<file path="config.mk">
export PLATFORM = sky130hd
export DESIGN_NAME = tune_ctrl_flat
export DESIGN_NICKNAME = d
export VERILOG_FILES = /design/src/rtl/tune_ctrl_if.sv /design/src/rtl/tune_ctrl.sv /design/src/flat_wrapper.sv
export SDC_FILE = /design/constraint.sdc
export NUM_CORES = 1
export LEC_CHECK = 0
export ABC_AREA = 1
export ABC_CLOCK_PERIOD_IN_PS = 8600
export BUFFER_PORTS_ARGS = -buffer_cell sky130_fd_sc_hd__buf_2
export CAP_MARGIN = 15
export CORE_MARGIN = 2
export CORE_UTILIZATION = 50
export DETAILED_ROUTE_END_ITERATION = 7
export HOLD_SLACK_MARGIN = 0.15
export PLACE_DENSITY_LB_ADDON = 0.2
export SYNTH_ARGS = -nofsm -noshare
export SYNTH_HDL_FRONTEND = slang
export SYNTH_SLANG_ARGS = --single-unit
</file>
<file path="constraint.sdc">
create_clock -name CLK -period 8.6 [get_ports CLK]
set_clock_uncertainty 0.1 [all_clocks]
set_input_delay 2.15 -clock CLK [delete_from_list [all_inputs] [get_ports CLK]]
set_output_delay 2.15 -clock CLK [all_outputs]
set_load 0.05 [all_outputs]
</file>
<file path="src/rtl/tune_ctrl_if.sv">
// rtl/tune_ctrl_if.sv - signal bundle between host/NCO/demodulator and tune_ctrl
//
// Purpose : groups host configuration, NCO strobe, carrier flag and the
//           tuner outputs so they travel as one port.
// Modports: master - host side (drives cfg_*, sample_stb, carrier_det)
//           slave  - tune_ctrl side (drives phase_inc, gain, pulses)
// Signals : cfg_valid, cfg_phase_inc[25:0], cfg_gain[3:0], cfg_scan_en,
//           sample_stb, carrier_det, phase_inc[25:0], gain[3:0],
//           update_stb, scan_lock, scan_wrap, scanning

interface tune_ctrl_if;
   logic        cfg_valid;
   logic [25:0] cfg_phase_inc;
   logic [3:0]  cfg_gain;
   logic        cfg_scan_en;
   logic        sample_stb;
   logic        carrier_det;
   logic [25:0] phase_inc;
   logic [3:0]  gain;
   logic        update_stb;
   logic        scan_lock;
   logic        scan_wrap;
   logic        scanning;

   modport master (
      output cfg_valid, cfg_phase_inc, cfg_gain, cfg_scan_en,
      output sample_stb, carrier_det,
      input  phase_inc, gain, update_stb, scan_lock, scan_wrap, scanning
   );

   modport slave (
      input  cfg_valid, cfg_phase_inc, cfg_gain, cfg_scan_en,
      input  sample_stb, carrier_det,
      output phase_inc, gain, update_stb, scan_lock, scan_wrap, scanning
   );
endinterface

</file>
<file path="src/rtl/tune_ctrl.sv">
// rtl/tune_ctrl.sv - NCO tuning controller with fixed tune, channel scan and gain slew
//
// Purpose : holds the NCO phase increment, applies new values only on an NCO
//           sample strobe, steps a scan across channels until a carrier is
//           found, and slews the gain one step per sample toward the target.
// Ports   : CLK - sole clock, rising edge
//           RST - asynchronous active-high reset
//           bus - tune_ctrl_if.slave (host config in, tuner outputs out)

module tune_ctrl #(
   parameter logic [25:0] SCAN_START   = 26'h0F0000,
   parameter logic [25:0] SCAN_STOP    = 26'h1A0000,
   parameter logic [25:0] SCAN_STEP    = 26'h000800,
   parameter logic [23:0] DWELL_CYCLES = 24'd1000000
) (
   input logic         CLK,
   input logic         RST,
   tune_ctrl_if.slave  bus
);

   localparam logic [25:0] RESET_PHASE = 26'h1312EB;
   localparam logic [3:0]  RESET_GAIN  = 4'd7;

   typedef enum logic [1:0] {HOLD, DWELL, STEP} state_t;

   state_t      state_q, state_d;
   logic [25:0] phase_q, phase_d;
   logic [3:0]  gain_q, gain_d;
   logic [3:0]  target_q, target_d;
   logic [25:0] pend_q, pend_d;
   logic        pend_vld_q, pend_vld_d;
   logic [23:0] cnt_q, cnt_d;
   logic        upd_q, upd_d;
   logic        lock_q, lock_d;
   logic        wrap_q, wrap_d;

   // One extra bit so a sum past 2^26 still compares as beyond SCAN_STOP.
   logic [26:0] next_sum;
   logic        next_wraps;

   assign next_sum   = {1'b0, phase_q} + {1'b0, SCAN_STEP};
   assign next_wraps = next_sum > {1'b0, SCAN_STOP};

   always_ff @(posedge CLK or posedge RST) begin
      if (RST) begin
         state_q    <= HOLD;
         phase_q    <= RESET_PHASE;
         gain_q     <= RESET_GAIN;
         target_q   <= RESET_GAIN;
         pend_q     <= '0;
         pend_vld_q <= 1'b0;
         cnt_q      <= '0;
         upd_q      <= 1'b0;
         lock_q     <= 1'b0;
         wrap_q     <= 1'b0;
      end else begin
         state_q    <= state_d;
         phase_q    <= phase_d;
         gain_q     <= gain_d;
         target_q   <= target_d;
         pend_q     <= pend_d;
         pend_vld_q <= pend_vld_d;
         cnt_q      <= cnt_d;
         upd_q      <= upd_d;
         lock_q     <= lock_d;
         wrap_q     <= wrap_d;
      end
   end

   always_comb begin
      state_d    = state_q;
      phase_d    = phase_q;
      gain_d     = gain_q;
      target_d   = target_q;
      pend_d     = pend_q;
      pend_vld_d = pend_vld_q;
      cnt_d      = cnt_q;
      upd_d      = 1'b0;
      lock_d     = 1'b0;
      wrap_d     = 1'b0;

      // Gain slews against the target held before this cycle's config.
      if (bus.sample_stb) begin
         if (gain_q < target_q) begin
            gain_d = gain_q + 4'd1;
         end else if (gain_q > target_q) begin
            gain_d = gain_q - 4'd1;
         end
      end

      if (bus.cfg_valid) begin
         // Host config overrides everything; pend_vld_q is still the old
         // value this cycle, so a coincident strobe cannot apply the new one.
         target_d   = bus.cfg_gain;
         pend_vld_d = 1'b1;
         if (bus.cfg_scan_en) begin
            pend_d  = SCAN_START;
            state_d = STEP;
         end else begin
            pend_d  = bus.cfg_phase_inc;
            state_d = HOLD;
         end
      end else if (bus.sample_stb && pend_vld_q) begin
         phase_d    = pend_q;
         pend_vld_d = 1'b0;
         upd_d      = 1'b1;
         if (state_q == STEP) begin
            state_d = DWELL;
            cnt_d   = DWELL_CYCLES - 24'd1;
         end
      end else if (state_q == DWELL) begin
         if (cnt_q != 24'd0) begin
            cnt_d = cnt_q - 24'd1;
         end else if (bus.carrier_det) begin
            state_d = HOLD;
            lock_d  = 1'b1;
         end else begin
            pend_d     = next_wraps ? SCAN_START : next_sum[25:0];
            pend_vld_d = 1'b1;
            wrap_d     = next_wraps;
            state_d    = STEP;
         end
      end
   end

   assign bus.phase_inc  = phase_q;
   assign bus.gain       = gain_q;
   assign bus.update_stb = upd_q;
   assign bus.scan_lock  = lock_q;
   assign bus.scan_wrap  = wrap_q;
   assign bus.scanning   = (state_q != HOLD);

endmodule

</file>
<file path="src/flat_wrapper.sv">
// flat-port wrapper written by rule: the top's interface ports become plain ports
module tune_ctrl_flat 
#(
   parameter logic [25:0] SCAN_START   = 26'h0F0000,
   parameter logic [25:0] SCAN_STOP    = 26'h1A0000,
   parameter logic [25:0] SCAN_STEP    = 26'h000800,
   parameter logic [23:0] DWELL_CYCLES = 24'd1000000
)
  (CLK, RST, bus_cfg_valid, bus_cfg_phase_inc, bus_cfg_gain, bus_cfg_scan_en, bus_sample_stb, bus_carrier_det, bus_phase_inc, bus_gain, bus_update_stb, bus_scan_lock, bus_scan_wrap, bus_scanning);
  tune_ctrl_if bus_i ();
  input logic CLK;
  input logic RST;
  input wire logic [$bits(bus_i.cfg_valid)-1:0] bus_cfg_valid;
  input wire logic [$bits(bus_i.cfg_phase_inc)-1:0] bus_cfg_phase_inc;
  input wire logic [$bits(bus_i.cfg_gain)-1:0] bus_cfg_gain;
  input wire logic [$bits(bus_i.cfg_scan_en)-1:0] bus_cfg_scan_en;
  input wire logic [$bits(bus_i.sample_stb)-1:0] bus_sample_stb;
  input wire logic [$bits(bus_i.carrier_det)-1:0] bus_carrier_det;
  output wire logic [$bits(bus_i.phase_inc)-1:0] bus_phase_inc;
  output wire logic [$bits(bus_i.gain)-1:0] bus_gain;
  output wire logic [$bits(bus_i.update_stb)-1:0] bus_update_stb;
  output wire logic [$bits(bus_i.scan_lock)-1:0] bus_scan_lock;
  output wire logic [$bits(bus_i.scan_wrap)-1:0] bus_scan_wrap;
  output wire logic [$bits(bus_i.scanning)-1:0] bus_scanning;
  assign bus_i.cfg_valid = bus_cfg_valid;
  assign bus_i.cfg_phase_inc = bus_cfg_phase_inc;
  assign bus_i.cfg_gain = bus_cfg_gain;
  assign bus_i.cfg_scan_en = bus_cfg_scan_en;
  assign bus_i.sample_stb = bus_sample_stb;
  assign bus_i.carrier_det = bus_carrier_det;
  assign bus_phase_inc = bus_i.phase_inc;
  assign bus_gain = bus_i.gain;
  assign bus_update_stb = bus_i.update_stb;
  assign bus_scan_lock = bus_i.scan_lock;
  assign bus_scan_wrap = bus_i.scan_wrap;
  assign bus_scanning = bus_i.scanning;
  tune_ctrl #(.SCAN_START(SCAN_START), .SCAN_STOP(SCAN_STOP), .SCAN_STEP(SCAN_STEP), .DWELL_CYCLES(DWELL_CYCLES)) u_core (.CLK(CLK), .RST(RST), .bus(bus_i));
endmodule
</file>
==> results_tabular.tex, run 1 <==
\begin{tabular}{lr}
\hline
Metric & Value \\
\hline
\multicolumn{2}{l}{\textbf{Finish}} \\
\quad Area added between synthesis and finish & 11.0\% \\
\quad Filler Cells Inserted & 1,006 \\
\quad Fraction of final layout cells with drive strength greater than 1 & 0.208 \\
\quad Final layout net count & 806 \\
\quad \# diodes & 0 \\
\quad Post-Layout Cell Count & 902 \\
\multicolumn{2}{l}{\textbf{Detailed routing}} \\
\quad Initial detailed-routing violation count & 319 \\
\quad Final routed wirelength across all metal layers & 12.4 mm \\
\quad Number of remaining DRC errors & 0 \\
\quad Number of vias in the routed layout & 4,696 \\
\quad Via-per-instance ratio & 5.21 \\
\quad Per-cell routed wire length & 13.8 um \\
\quad First-pass iteration count of the detailed router & 5 \\
\quad Final antenna-violating net count & 0 \\
\multicolumn{2}{l}{\textbf{Floorplanning}} \\
\quad Die area & 11,500 um2 \\
\quad Effective utilization at floorplan & 0.515 \\
\quad Die Span X & 107 um \\
\quad Height of the die & 107 um \\
\quad I/O Pins & 70 \\
\quad Core Region & 10,300 um2 \\
\quad Row Count & 37 \\
\multicolumn{2}{l}{\textbf{Critical path}} \\
\quad Reg2Reg Setup Slack & 4.98 ns \\
\quad Critical path data required time & 8.74 ns \\
\quad Cell count of the worst reg-to-reg path & 7 \\
\quad Startpoint type of the worst setup path & input pin \\
\quad Largest fanout of any net on the critical path & 45 \\
\quad CP endpoint kind & flip-flop \\
\quad Worst r2r dst & u\_core.cnt\_q[4] \\
\quad Worst setup path class & input pin to flip-flop \\
\quad R2r startpoint & u\_core.pend\_vld\_q \\
\quad Endpoint arrival time on the critical path & 5.29 ns \\
\multicolumn{2}{l}{\textbf{Global route}} \\
\quad Global-route wire length before repair & 21.1 mm \\
\quad Pin count of the biggest net entering global routing & 52 \\
\quad Number of antenna violations at the first check in global routing & 0 \\
\quad Remaining global-route overflow & 0 \\
\quad Via count of the first global-routing pass & 4,553 \\
\quad Total Routing Usage GR & 0.230 \\
\multicolumn{2}{l}{\textbf{Synthesis}} \\
\quad Post-synth net total & 749 \\
\quad Primary flip-flop cell chosen by synthesis mapping & dfrtp\_1 \\
\quad Largest cells by area after synthesis & dfrtp\_1 (34\%), nand2\_1 (12\%), dfstp\_2 (8.4\%) \\
\quad Area share of and/or/nand/nor cells after synthesis & 0.310 \\
\quad Most frequent cells after synthesis & nand2\_1 (171), inv\_1 (94), nor2\_1 (94), dfrtp\_1 (73), o21ai\_0 (60) \\
\quad Count of cell types in the netlist & 34 \\
\quad Synthesized-area fraction occupied by ao, oa, aoi and oai cells & 0.116 \\
\quad Post-synthesis register bit count & 90 \\
\quad Total number of yosys warnings & 0 \\
\quad Count of flip-flops with a built-in enable after synthesis & 0 \\
\quad Avg Inst Size Synth & 7.55 um2 \\
\quad Most frequent cell after synthesis & nand2\_1 \\
\quad Multiplexer share of the synthesized area & 0.00212 \\
\quad Synth Area in XOR/XNOR & 0.0297 \\
\quad Largest area contributor in the netlist & dfrtp\_1 \\
\quad Share of synthesized area occupied by flip-flops and latches & 0.428 \\
\quad Asr flop ratio synth & 1.00 \\
\quad Cell count after synthesis & 704 \\
\quad Adder-cell share of the synthesized area & 0.0226 \\
\quad Main combinational cell family by area after synthesis & simple AND/OR/NAND/NOR gates \\
\quad Share of the synthesized area in the top cell type & 0.344 \\
\quad Synth Cell Area & 5310 um2 \\
\multicolumn{2}{l}{\textbf{STA}} \\
\quad Final hold violation count & 0 \\
\quad Final period demand of the worst path & 5.15 ns \\
\quad FMAX & 0.194 GHz \\
\quad Final-report max-slew violation count & 0 \\
\quad Hold WS & 0.371 ns \\
\quad Final worst-path cycle share & 0.599 \\
\quad Setup violations, final & 0 \\
\quad Normalized max-slew margin & 0.326 \\
\quad Post-route worst setup slack & 3.45 ns \\
\quad RSZ-0062 raised after global routing & false \\
\quad Slew of the pin with the lowest slew margin & 1.01 ns \\
\quad Final-layout setup total negative slack & 0 ns \\
\multicolumn{2}{l}{\textbf{Placement}} \\
\quad Cell Count Post-Placement & 886 \\
\quad Total half-perimeter wirelength after legalization and detailed placement & 8.74 mm \\
\quad Placer congestion estimate & 0.924 \\
\quad Worst setup slack before clock tree synthesis & 3.11 ns \\
\quad Count of buffers inserted at the top-level ports & 69 \\
\multicolumn{2}{l}{\textbf{Clock tree}} \\
\quad \# Post-CTS Setup Buffers & 0 \\
\quad CTS Root Cell & clkbuf\_8 \\
\quad Maximum clock insertion buffer count & 2 \\
\quad Resized Gates After CTS & 0 \\
\quad Post-cts hold buffer count & 0 \\
\quad Clock slew at reported path FFs & 0.09 ns \\
\quad Clock tree from TritonCTS & yes \\
\quad Clock sink count & 90 \\
\quad H-Tree Level Count & 3 \\
\quad Clock latency reported for the late side of the worst-skew pair & 0.36 ns \\
\quad Number of buffers created by CTS & 9 \\
\multicolumn{2}{l}{\textbf{Pwr}} \\
\quad Overall power after layout & 0.00168 W \\
\quad Clock network fraction of total power & 0.157 \\
\quad Part of the total power dissipated in sequential elements & 0.400 \\
\quad Switching Fraction & 0.469 \\
\quad Ratio of total power to cell area & 285 nW/um2 \\
\quad Leakage component of the power & 2.88 nW \\
\quad Internal cell power & 0.000893 W \\
\quad Logic gate share of total power & 0.442 \\
\quad Switching power total & 0.000790 W \\
\quad Peak supply drop & 0.000131 V \\
\multicolumn{2}{l}{\textbf{Worst hold path}} \\
\quad Endpoint with the worst hold slack & u\_core.target\_q[0] \\
\quad Number of cells traversed by the worst hold path & 2 \\
\quad HP Class & flip-flop to flip-flop \\
\quad HP Start & u\_core.target\_q[0] \\
\multicolumn{2}{l}{\textbf{Outcome}} \\
\quad Outcome & completed \\
\multicolumn{2}{l}{\textbf{Flow run}} \\
\quad Max-cap violation count & 0 \\
\hline
\end{tabular}
==> power groups by stage <==
stage / sequential [W] / clock, W / combinational (W)
floorplan: 0.000817 / 0 / 0.000438
global placement: 0.000676 / 0 / 0.000726
detailed placement: 0.000679 / 0 / 0.000744
CTS: 0.000673 / 0.000272 / 0.000747
global route: 0.000691 / 0.000292 / 0.000837
finish: 0.000674 / 0.000264 / 0.000744
==> logic make-up (layout without fill, tap and decap cells) <==
group / count (synthesis) / count (layout)
AND/OR/NAND/NOR: 361 / 361
buffers and inverters: 120 / 182
AO/OA/AOI/OAI: 105 / 105
flip-flops: 90 / 90
XOR/XNOR: 18 / 18
adder cells (fa/ha/maj): 9 / 9
multiplexers: 1 / 1
==> metal layers <==
metal | up-vias | track usage | share of wire
met5 | - | 0 | 0
met4 | 0 | 0.0705 | 0.015
met3 | 19 | 0.0419 | 0.054
met2 | 140 | 0.363 | 0.47
met1 | 2195 | 0.321 | 0.46
li1 | 2342 | - | -
==> registers in the layout (all words and copies together), names as in the netlist <==
register	cells
u_core.pend_q	26
u_core.cnt_q	24
u_core.pend_vld_q	1
u_core.bus.phase_inc	26
u_core.bus.gain	4
u_core.bus.scan_lock	1
u_core.bus.scan_wrap	1
u_core.bus.update_stb	1
u_core.target_q	4
u_core.state_q	2
==> area by class of cell <==
cell class	count	area, um2	share of cell area
clock buffer	12	145	0.0246
multi-input combinational	494	2560	0.434
clock inverter	4	28.8	0.00488
timing repair buffer	71	360	0.0611
sequential	90	2270	0.386
inverter	95	358	0.0607
tap	136	170	0.0289
==> worst max path at each step <==
stage / startpoint / end / depth (start not counted)
final: bus_sample_stb / u_core.cnt_q[4] / 8
after global routing: bus_sample_stb / u_core.cnt_q[4] / 8
after CTS: bus_sample_stb / u_core.cnt_q[4] / 8
after detailed placement: bus_sample_stb / u_core.cnt_q[4] / 8
after global placement: bus_sample_stb / u_core.cnt_q[4] / 8
after floorplan: RST / u_core.bus.gain[3] / 1
==> cell usage in the layout (no fill, tap or decap), types with 2 or more instances in the layout <==
cell | netlist | layout
nand4_1 | 17 | 17
o31ai_1 | 2 | 2
nor2_4 | 5 | 5
nand3_2 | 19 | 20
nor2_2 | 4 | 4
nand2_1 | 171 | 171
inv_1 | 94 | 93
buf_2 | 5 | 69
nand3b_1 | 5 | 5
o21ai_1 | 2 | 2
buf_4 | 1 | 2
dfrtp_1 | 73 | 73
nand3_1 | 35 | 34
a21oi_1 | 19 | 19
xor2_1 | 14 | 14
clkbuf_1 | 16 | 2
clkinvlp_4 | 0 | 2
a21oi_2 | 18 | 18
nand2_2 | 5 | 5
dfstp_2 | 17 | 17
clkbuf_8 | 0 | 10
nor2_1 | 94 | 94
ha_1 | 8 | 8
nor3_1 | 4 | 4
xnor2_1 | 4 | 4
o21ai_0 | 60 | 60
clkinv_2 | 0 | 2
==> metrics by stage <==
step | utilization | area, um2
CTS | 0.571 | 5900
finish | 0.571 | 5900
global route | 0.571 | 5900
floorplan | - | 5310
detailed placement | 0.554 | 5720
global placement | 0.554 | 5720
==> worst max-delay path, cell delays in order <==
cell     delay [ns]
buf_2          0.10
nand2_1        0.35
nor2_4         0.82
inv_1          0.43
a21oi_4        0.76
inv_1          0.35
o21ai_0        0.23
nand3_1        0.08
No activity file was read; power rests on OpenSTA's default activity.
==> inputs of run 2 (changes only) <==
Settings changed: ABC_AREA 1 to 0, ABC_CLOCK_PERIOD_IN_PS 8600 to 4800.
Clock period 8.6 ns to 4.8 ns, I/O delays scaled along.
==> results_tabular.tex, run 2 <==
\begin{tabular}{lr}
\hline
Metric & Value \\
\hline
\multicolumn{2}{l}{\textbf{Outcome}} \\
\quad Outcome & completed \\
\multicolumn{2}{l}{\textbf{Finish}} \\
\quad Fraction of final layout cells with drive strength greater than 1 & 0.240 (+0.0329) \\
\quad Final layout net count & 589 (-27\%) \\
\quad Top library cells by usage in the layout, fill and taps aside & nand2\_1 (79), dfrtp\_1 (73), buf\_2 (69) \\
\quad Area added between synthesis and finish & 14.3\% \\
\quad \# diodes & 0 (unchanged) \\
\quad Most common cell after layout, fill and taps aside & nand2\_1 \\
\quad Final std cell area, no fill & 5210 um2 (-12\%) \\
\quad Filler Cells Inserted & 766 (-24\%) \\
\multicolumn{2}{l}{\textbf{Synthesis}} \\
\quad Total number of yosys warnings & 0 (unchanged) \\
\quad Avg Inst Size Synth & 9.47 um2 (+26\%) \\
\quad Count of cell types in the netlist & 58 (+71\%) \\
\quad Share of the synthesized area in the top cell type & 0.401 (+0.0570) \\
\quad Post-synthesis register bit count & 90 (unchanged) \\
\quad Largest cells by area after synthesis & dfrtp\_1 (40\%), dfstp\_2 (9.8\%), nand2\_1 (6.5\%) \\
\quad Post-synth net total & 526 (-30\%) \\
\quad Most frequent cell after synthesis & nand2\_1 \\
\quad Most frequent cells after synthesis & nand2\_1 (79), dfrtp\_1 (73), o21ai\_0 (29), inv\_1 (27), nor2\_1 (26) \\
\quad Primary flip-flop cell chosen by synthesis mapping & dfrtp\_1 \\
\quad Largest area contributor in the netlist & dfrtp\_1 \\
\quad Cell count after synthesis & 481 (-32\%) \\
\quad Asr flop ratio synth & 1.00 (unchanged) \\
\quad Count of flip-flops with a built-in enable after synthesis & 0 (unchanged) \\
\quad Share of synthesized area occupied by flip-flops and latches & 0.499 (+0.0710) \\
\quad Synth Cell Area & 4560 um2 (-14\%) \\
\multicolumn{2}{l}{\textbf{Clock tree}} \\
\quad CTS Root Cell & clkbuf\_8 \\
\quad Clock slew at reported path FFs & 0.09 ns (about the same) \\
\quad Post-cts hold buffer count & 0 (unchanged) \\
\quad H-Tree Level Count & 3 (unchanged) \\
\quad Clock sink count & 90 (unchanged) \\
\quad Maximum clock insertion buffer count & 2 (unchanged) \\
\quad Clock latency reported for the late side of the worst-skew pair & 0.35 ns (about the same) \\
\quad \# Post-CTS Setup Buffers & 0 (unchanged) \\
\quad Number of buffers created by CTS & 9 (unchanged) \\
\quad Clock tree from TritonCTS & yes \\
\quad Resized Gates After CTS & 0 (unchanged) \\
\multicolumn{2}{l}{\textbf{Detailed routing}} \\
\quad Via-per-instance ratio & 5.62 (+7.9\%) \\
\quad Initial detailed-routing violation count & 212 (-34\%) \\
\quad Number of remaining DRC errors & 0 (unchanged) \\
\quad Final routed wirelength across all metal layers & 10.1 mm (-18\%) \\
\quad Final antenna-violating net count & 0 (unchanged) \\
\quad Number of vias in the routed layout & 3,692 (-21\%) \\
\quad First-pass iteration count of the detailed router & 5 (unchanged) \\
\quad Per-cell routed wire length & 15.4 um (+12\%) \\
\multicolumn{2}{l}{\textbf{STA}} \\
\quad Final period demand of the worst path & 3.61 ns \\
\quad Setup violations, final & 0 (unchanged) \\
\quad RSZ-0062 raised after global routing & false \\
\quad Slew of the pin with the lowest slew margin & 0.718 ns (-0.292 ns) \\
\quad Final-layout setup total negative slack & 0 ns (unchanged) \\
\quad Normalized max-slew margin & 0.520 (+0.194) \\
\quad Final-report max-slew violation count & 0 (unchanged) \\
\quad Final worst-path cycle share & 0.753 \\
\quad Final hold violation count & 0 (unchanged) \\
\quad FMAX & 0.277 GHz \\
\multicolumn{2}{l}{\textbf{Pwr}} \\
\quad Part of the total power dissipated in sequential elements & 0.453 (+0.053) \\
\quad Leakage component of the power & 2.28 nW (-21\%) \\
\quad Switching power total & 0.000793 W (+0.37\%) \\
\quad Peak supply drop & 0.000223 V (+70\%) \\
\quad Switching Fraction & 0.371 (-0.0984) \\
\quad Ratio of total power to cell area & 410 nW/um2 (+44\%) \\
\quad Clock network fraction of total power & 0.254 (+0.097) \\
\quad Internal cell power & 0.00134 W (+51\%) \\
\quad Logic gate share of total power & 0.293 (-0.149) \\
\multicolumn{2}{l}{\textbf{Floorplanning}} \\
\quad Die area & 9890 um2 (-14\%) \\
\quad Effective utilization at floorplan & 0.520 (+0.00538) \\
\quad Core Region & 8760 um2 (-15\%) \\
\quad Die Span X & 99.5 um (-7.1\%) \\
\quad I/O Pins & 70 (unchanged) \\
\quad Height of the die & 99.5 um (-7.1\%) \\
\quad Row Count & 34 (-8.1\%) \\
\multicolumn{2}{l}{\textbf{Global route}} \\
\quad Global-route met3 utilization & 0.0351 (-0.00681) \\
\quad Total Routing Usage GR & 0.218 (-0.0116) \\
\quad Pin count of the biggest net entering global routing & 40 (-23\%) \\
\quad Met2 Track Usage GR & 0.336 (-0.0273) \\
\quad Remaining global-route overflow & 0 (unchanged) \\
\quad Number of antenna violations at the first check in global routing & 0 (unchanged) \\
\quad Global-route wire length before repair & 17.5 mm (-17\%) \\
\quad GR Util met1 & 0.320 (-0.00187) \\
\quad Via count of the first global-routing pass & 3,618 (-21\%) \\
\quad Highest-utilization routing layer at the global route stage & met2 \\
\multicolumn{2}{l}{\textbf{Critical path}} \\
\quad Critical path data required time & 4.91 ns (-3.83 ns) \\
\quad Startpoint type of the worst setup path & input pin \\
\quad Top cell by count, worst path & nand3b\_1 \\
\quad Cell count of the worst reg-to-reg path & 6 (-1) \\
\quad Largest fanout of any net on the critical path & 19 (-58\%) \\
\quad Crit-path cells & buf\_2, nand3b\_1, inv\_1, nand3b\_1, a2111oi\_0, xnor2\_1, nand2\_1 \\
\quad Worst path max stage delay & 0.70 ns (-0.12 ns) \\
\quad Endpoint arrival time on the critical path & 3.72 ns (-1.57 ns) \\
\quad Worst setup path class & input pin to flip-flop \\
\quad Slowest stage cell, crit path & a2111oi\_0 \\
\quad CP endpoint kind & flip-flop \\
\multicolumn{2}{l}{\textbf{Flow run}} \\
\quad Max-cap violation count & 0 (unchanged) \\
\multicolumn{2}{l}{\textbf{Placement}} \\
\quad Total half-perimeter wirelength after legalization and detailed placement & 7.01 mm (-20\%) \\
\quad Area of placed instances & 4980 um2 (-13\%) \\
\quad Count of buffers inserted at the top-level ports & 69 (unchanged) \\
\quad Placer congestion estimate & 0.834 (-9.7\%) \\
\multicolumn{2}{l}{\textbf{Worst hold path}} \\
\quad HP Class & flip-flop to flip-flop \\
\quad Number of cells traversed by the worst hold path & 2 (unchanged) \\
\hline
\end{tabular}
==> run 2: changes by cell type after synthesis, moves of 8 or more <==
cell	previous run	this run
nand2_1	171	79
nor2_1	94	26
inv_1	94	27
o21ai_0	60	29
nand3_1	35	7
xnor2_1	4	24
nand3_2	19	0
a21oi_2	18	0
a22oi_1	0	18
nor3_1	4	16
nand4_1	17	7
xor2_1	14	4
o21ai_1	2	10
==> run 2: layer usage <==
layer | vias to the layer above | wire length, um
met5 | - | 0
met4 | 0 | 112
met3 | 9 | 463
met2 | 94 | 4650
met1 | 1781 | 4920
li1 | 1808 | -
==> run 2: cell type report <==
cell class / count / area [um2] / share of cell area
Tap cell: 108 / 135 / 0.0259
Sequential cell: 90 / 2270 / 0.437
Inverter: 27 / 103 / 0.0197
Multi-Input combinational cell: 339 / 2070 / 0.398
Timing Repair Buffer: 77 / 413 / 0.0793
Clock inverter: 6 / 71.3 / 0.0137
Clock buffer: 10 / 138 / 0.0264
==> run 2: logic make-up after synthesis <==
kind of cell | count (synthesis) | share of synthesized area
adder cells (fa/ha/maj) | 9 | 0.0264
flip-flops | 90 | 0.499
buffers and inverters | 52 | 0.0467
AO/OA/AOI/OAI | 114 | 0.158
XOR/XNOR | 28 | 0.0538
AND/OR/NAND/NOR | 184 | 0.206
multiplexers | 4 | 0.00961
==> run 2: worst max-delay path, delay by kind of cell <==
family,cells,cell delay (ns)
buffers and inverters,2,0.43
AND/OR/NAND/NOR,3,1.20
AO/OA/AOI/OAI,1,0.70
XOR/XNOR,1,0.18
==> run 2: through the flow <==
stage                     worst slack, ns  std cells  hold WS (ns)  power [W]  utilization
final                                1.19        657         0.369    0.00214        0.594
after global routing                0.897        657         0.405    0.00227        0.594
after CTS                            1.22        656         0.377    0.00216        0.593
after detailed placement            0.824        640         0.351    0.00161        0.569
after global placement               1.03        640         0.347    0.00159        0.569
after floorplan                      1.19        481         0.339    0.00145            -
==> run 2: final timing paths <==
kind,from,to,slack [ns]
setup reg to reg,u_core.pend_vld_q,u_core.cnt_q[5],1.91
max in group asynchronous,RST,u_core.target_q[1],2.95
hold reg to reg,u_core.pend_q[21],u_core.bus.phase_inc[21],0.37
setup / recovery,bus_cfg_valid,u_core.cnt_q[5],1.19
min in group asynchronous,RST,u_core.bus.phase_inc[4],0.79
hold / removal,u_core.pend_q[21],u_core.bus.phase_inc[21],0.37
==> run 2: power by group through the flow <==
stage	registers [W]	clock network, W	logic (W)
floorplan	0.00113	0	0.000323
global placement	0.000976	0	0.000612
detailed placement	0.000982	0	0.000630
CTS	0.000968	0.000558	0.000632
global route	0.000986	0.000593	0.000694
finish	0.000968	0.000543	0.000626
==> inputs of run 3 (changes only) <==
Settings changed: ABC_CLOCK_PERIOD_IN_PS 4800 to 3720.
Clock period 4.8 ns to 3.72 ns, I/O delays scaled along.
==> results_tabular.tex, run 3 (synthesis gave the netlist of run 2 again) <==
\begin{tabular}{lr}
\hline
Metric & Value \\
\hline
\multicolumn{2}{l}{\textbf{Outcome}} \\
\quad Outcome & completed \\
\multicolumn{2}{l}{\textbf{Finish}} \\
\quad Most common cell after layout, fill and taps aside & nand2\_1 \\
\quad Final layout net count & 589 (unchanged) \\
\quad Top library cells by usage in the layout, fill and taps aside & nand2\_1 (79), dfrtp\_1 (73), buf\_2 (69) \\
\quad Final std cell area, no fill & 5220 um2 (+0.19\%) \\
\quad \# diodes & 0 (unchanged) \\
\quad Area added between synthesis and finish & 14.5\% \\
\quad Filler Cells Inserted & 768 (+0.26\%) \\
\quad Fraction of final layout cells with drive strength greater than 1 & 0.240 (unchanged) \\
\quad Post-Layout Cell Count & 657 (unchanged) \\
\multicolumn{2}{l}{\textbf{Floorplanning}} \\
\quad I/O Pins & 70 (unchanged) \\
\quad Height of the die & 99.5 um (unchanged) \\
\quad Effective utilization at floorplan & 0.520 (unchanged) \\
\quad Row Count & 34 (unchanged) \\
\quad Die Span X & 99.5 um (unchanged) \\
\quad Die area & 9890 um2 (unchanged) \\
\quad Core Region & 8760 um2 (unchanged) \\
\multicolumn{2}{l}{\textbf{STA}} \\
\quad RSZ-0062 raised after global routing & false \\
\quad Final worst-path cycle share & 0.784 \\
\quad Post-route worst setup slack & 0.804 ns (-0.382 ns) \\
\quad Final-layout setup total negative slack & 0 ns (unchanged) \\
\quad Normalized max-slew margin & 0.281 (-0.238) \\
\quad Setup violations, final & 0 (unchanged) \\
\quad Slew of the pin with the lowest slew margin & 1.08 ns (+0.360 ns) \\
\quad Final period demand of the worst path & 2.92 ns \\
\quad FMAX & 0.343 GHz \\
\quad Final hold violation count & 0 (unchanged) \\
\quad Final-report max-slew violation count & 0 (unchanged) \\
\multicolumn{2}{l}{\textbf{Detailed routing}} \\
\quad Number of remaining DRC errors & 0 (unchanged) \\
\quad Per-cell routed wire length & 15.9 um (+2.8\%) \\
\quad Final routed wirelength across all metal layers & 10.4 mm (+2.8\%) \\
\quad Initial detailed-routing violation count & 170 (-20\%) \\
\quad Number of vias in the routed layout & 3,718 (+0.70\%) \\
\quad First-pass iteration count of the detailed router & 5 (unchanged) \\
\quad Final antenna-violating net count & 0 (unchanged) \\
\quad Via-per-instance ratio & 5.66 (+0.70\%) \\
\multicolumn{2}{l}{\textbf{Clock tree}} \\
\quad \# Post-CTS Setup Buffers & 0 (unchanged) \\
\quad CTS Root Cell & clkbuf\_8 \\
\quad Resized Gates After CTS & 0 (unchanged) \\
\quad Maximum clock insertion buffer count & 2 (unchanged) \\
\quad Clock sink count & 90 (unchanged) \\
\quad Post-cts hold buffer count & 0 (unchanged) \\
\quad Clock tree from TritonCTS & yes \\
\quad H-Tree Level Count & 3 (unchanged) \\
\quad Number of buffers created by CTS & 9 (unchanged) \\
\quad Clock slew at reported path FFs & 0.09 ns (about the same) \\
\quad Clock latency reported for the late side of the worst-skew pair & 0.36 ns (about the same) \\
\multicolumn{2}{l}{\textbf{Worst hold path}} \\
\quad HP Class & flip-flop to flip-flop \\
\multicolumn{2}{l}{\textbf{Placement}} \\
\quad Total half-perimeter wirelength after legalization and detailed placement & 7.13 mm (+1.7\%) \\
\quad Count of buffers inserted at the top-level ports & 69 (unchanged) \\
\quad Placer congestion estimate & 0.780 (-6.5\%) \\
\quad Cell Count Post-Placement & 641 (+0.16\%) \\
\quad Worst setup slack before clock tree synthesis & 0.570 ns (-0.254 ns) \\
\quad Area of placed instances & 5000 um2 (+0.40\%) \\
\multicolumn{2}{l}{\textbf{Critical path}} \\
\quad Reg2Reg Setup Slack & 0.80 ns (-1.11 ns) \\
\quad CP endpoint kind & flip-flop \\
\quad Endpoint arrival time on the critical path & 3.07 ns (-0.65 ns) \\
\quad Slowest stage cell, crit path & dfstp\_2 \\
\quad R2r startpoint & u\_core.bus.gain[1] \\
\quad Cell count of the worst reg-to-reg path & 12 (+6) \\
\quad Worst r2r dst & u\_core.bus.gain[3] \\
\quad Startpoint type of the worst setup path & flip-flop \\
\quad CP startpoint & u\_core.bus.gain[1] \\
\quad Largest fanout of any net on the critical path & 5 (-14) \\
\quad Crit-path cells & ha\_1, nor2b\_1, o21a\_1, o21a\_1, nor2\_1, inv\_1, ha\_1, a21o\_1, a21oi\_1, o21a\_1, o221ai\_1, xnor2\_1 \\
\quad Critical path data required time & 3.87 ns (-1.04 ns) \\
\quad Worst setup path class & flip-flop to flip-flop \\
\quad Worst path max stage delay & 0.60 ns (-0.10 ns) \\
\quad Top cell by count, worst path & o21a\_1 \\
\quad Crit path to & u\_core.bus.gain[3] \\
\multicolumn{2}{l}{\textbf{Global route}} \\
\quad Number of antenna violations at the first check in global routing & 0 (unchanged) \\
\quad Pin count of the biggest net entering global routing & 49 (+23\%) \\
\quad Via count of the first global-routing pass & 3,640 (+0.61\%) \\
\quad Remaining global-route overflow & 0 (unchanged) \\
\quad Global-route wire length before repair & 17.7 mm (+1.1\%) \\
\quad Total Routing Usage GR & 0.223 (+0.00499) \\
\multicolumn{2}{l}{\textbf{Pwr}} \\
\quad Ratio of total power to cell area & 532 nW/um2 (+30\%) \\
\quad Leakage component of the power & 2.28 nW (about the same) \\
\quad Peak supply drop & 0.000236 V (+5.6\%) \\
\multicolumn{2}{l}{\textbf{Flow run}} \\
\quad Max-cap violation count & 0 (unchanged) \\
\hline
\end{tabular}
## run 3: cell types whose count changed in the layout (fill, tap and decap cells not counted), sizes merged
cell / previous run / this run
clkinvlp: 1 / 2
clkbuf: 10 / 11
inv: 29 / 26
clkinv: 2 / 3
## run 3: final cells by class
cell class	instances	area [um2]	area share
clock buffers	11	151	0.0290
clock inverters	5	62.6	0.0120
inverters	27	103	0.0197
multi-input cells	339	2070	0.398
flip-flops and latches	90	2270	0.436
well taps	108	135	0.0259
repair buffers	77	418	0.0801
## run 3: worst max-delay path: cells and delay by family, from the launching register on
family / cells / cell delay (ns)
AOI/OAI and AO/OA: 6 / 0.98
xor gates and xnor gates: 1 / 0.15
adders and majority gates: 2 / 0.56
buffers and inverters: 1 / 0.12
DFF: 1 / 0.60
and+or+nand+nor: 2 / 0.30
## run 3: worst min-delay path by stage
| stage | start | endpoint | cells past startpoint | slack, ns |
|---|---|---|---|---|
| global route | u_core.pend_q[11] | u_core.bus.phase_inc[11] | 2 | 0.40 |
| global placement | u_core.pend_q[19] | u_core.bus.phase_inc[19] | 2 | 0.34 |
| detailed placement | u_core.pend_q[14] | u_core.bus.phase_inc[14] | 2 | 0.36 |
| floorplan | u_core.pend_q[18] | u_core.bus.phase_inc[18] | 2 | 0.34 |
| finish | u_core.pend_q[12] | u_core.bus.phase_inc[12] | 2 | 0.38 |
| CTS | u_core.pend_q[12] | u_core.bus.phase_inc[12] | 2 | 0.38 |
## run 3: power by group
group / switching [W] / internal [W]
combinational: 0.000533 / 0.000283
clock: 0.000360 / 0.000350
sequential: 0.000131 / 0.00112
## run 3: metal layers
metal	routed length, um	share of wire	vias up	GRT usage
met5	0	0	-	0
met4	129	0.012	0	0.0643
met3	536	0.051	11	0.0351
met2	4820	0.46	98	0.346
met1	4950	0.47	1802	0.327
li1	-	-	1807	-
## run 3: per-stage QoR
step	power (W)	hold slack, ns	util
after floorplan	0.00188	0.339	-
after global placement	0.00205	0.343	0.571
after detailed placement	0.00208	0.356	0.571
after CTS	0.00279	0.377	0.595
after global routing	0.00293	0.399	0.595
final	0.00278	0.376	0.595
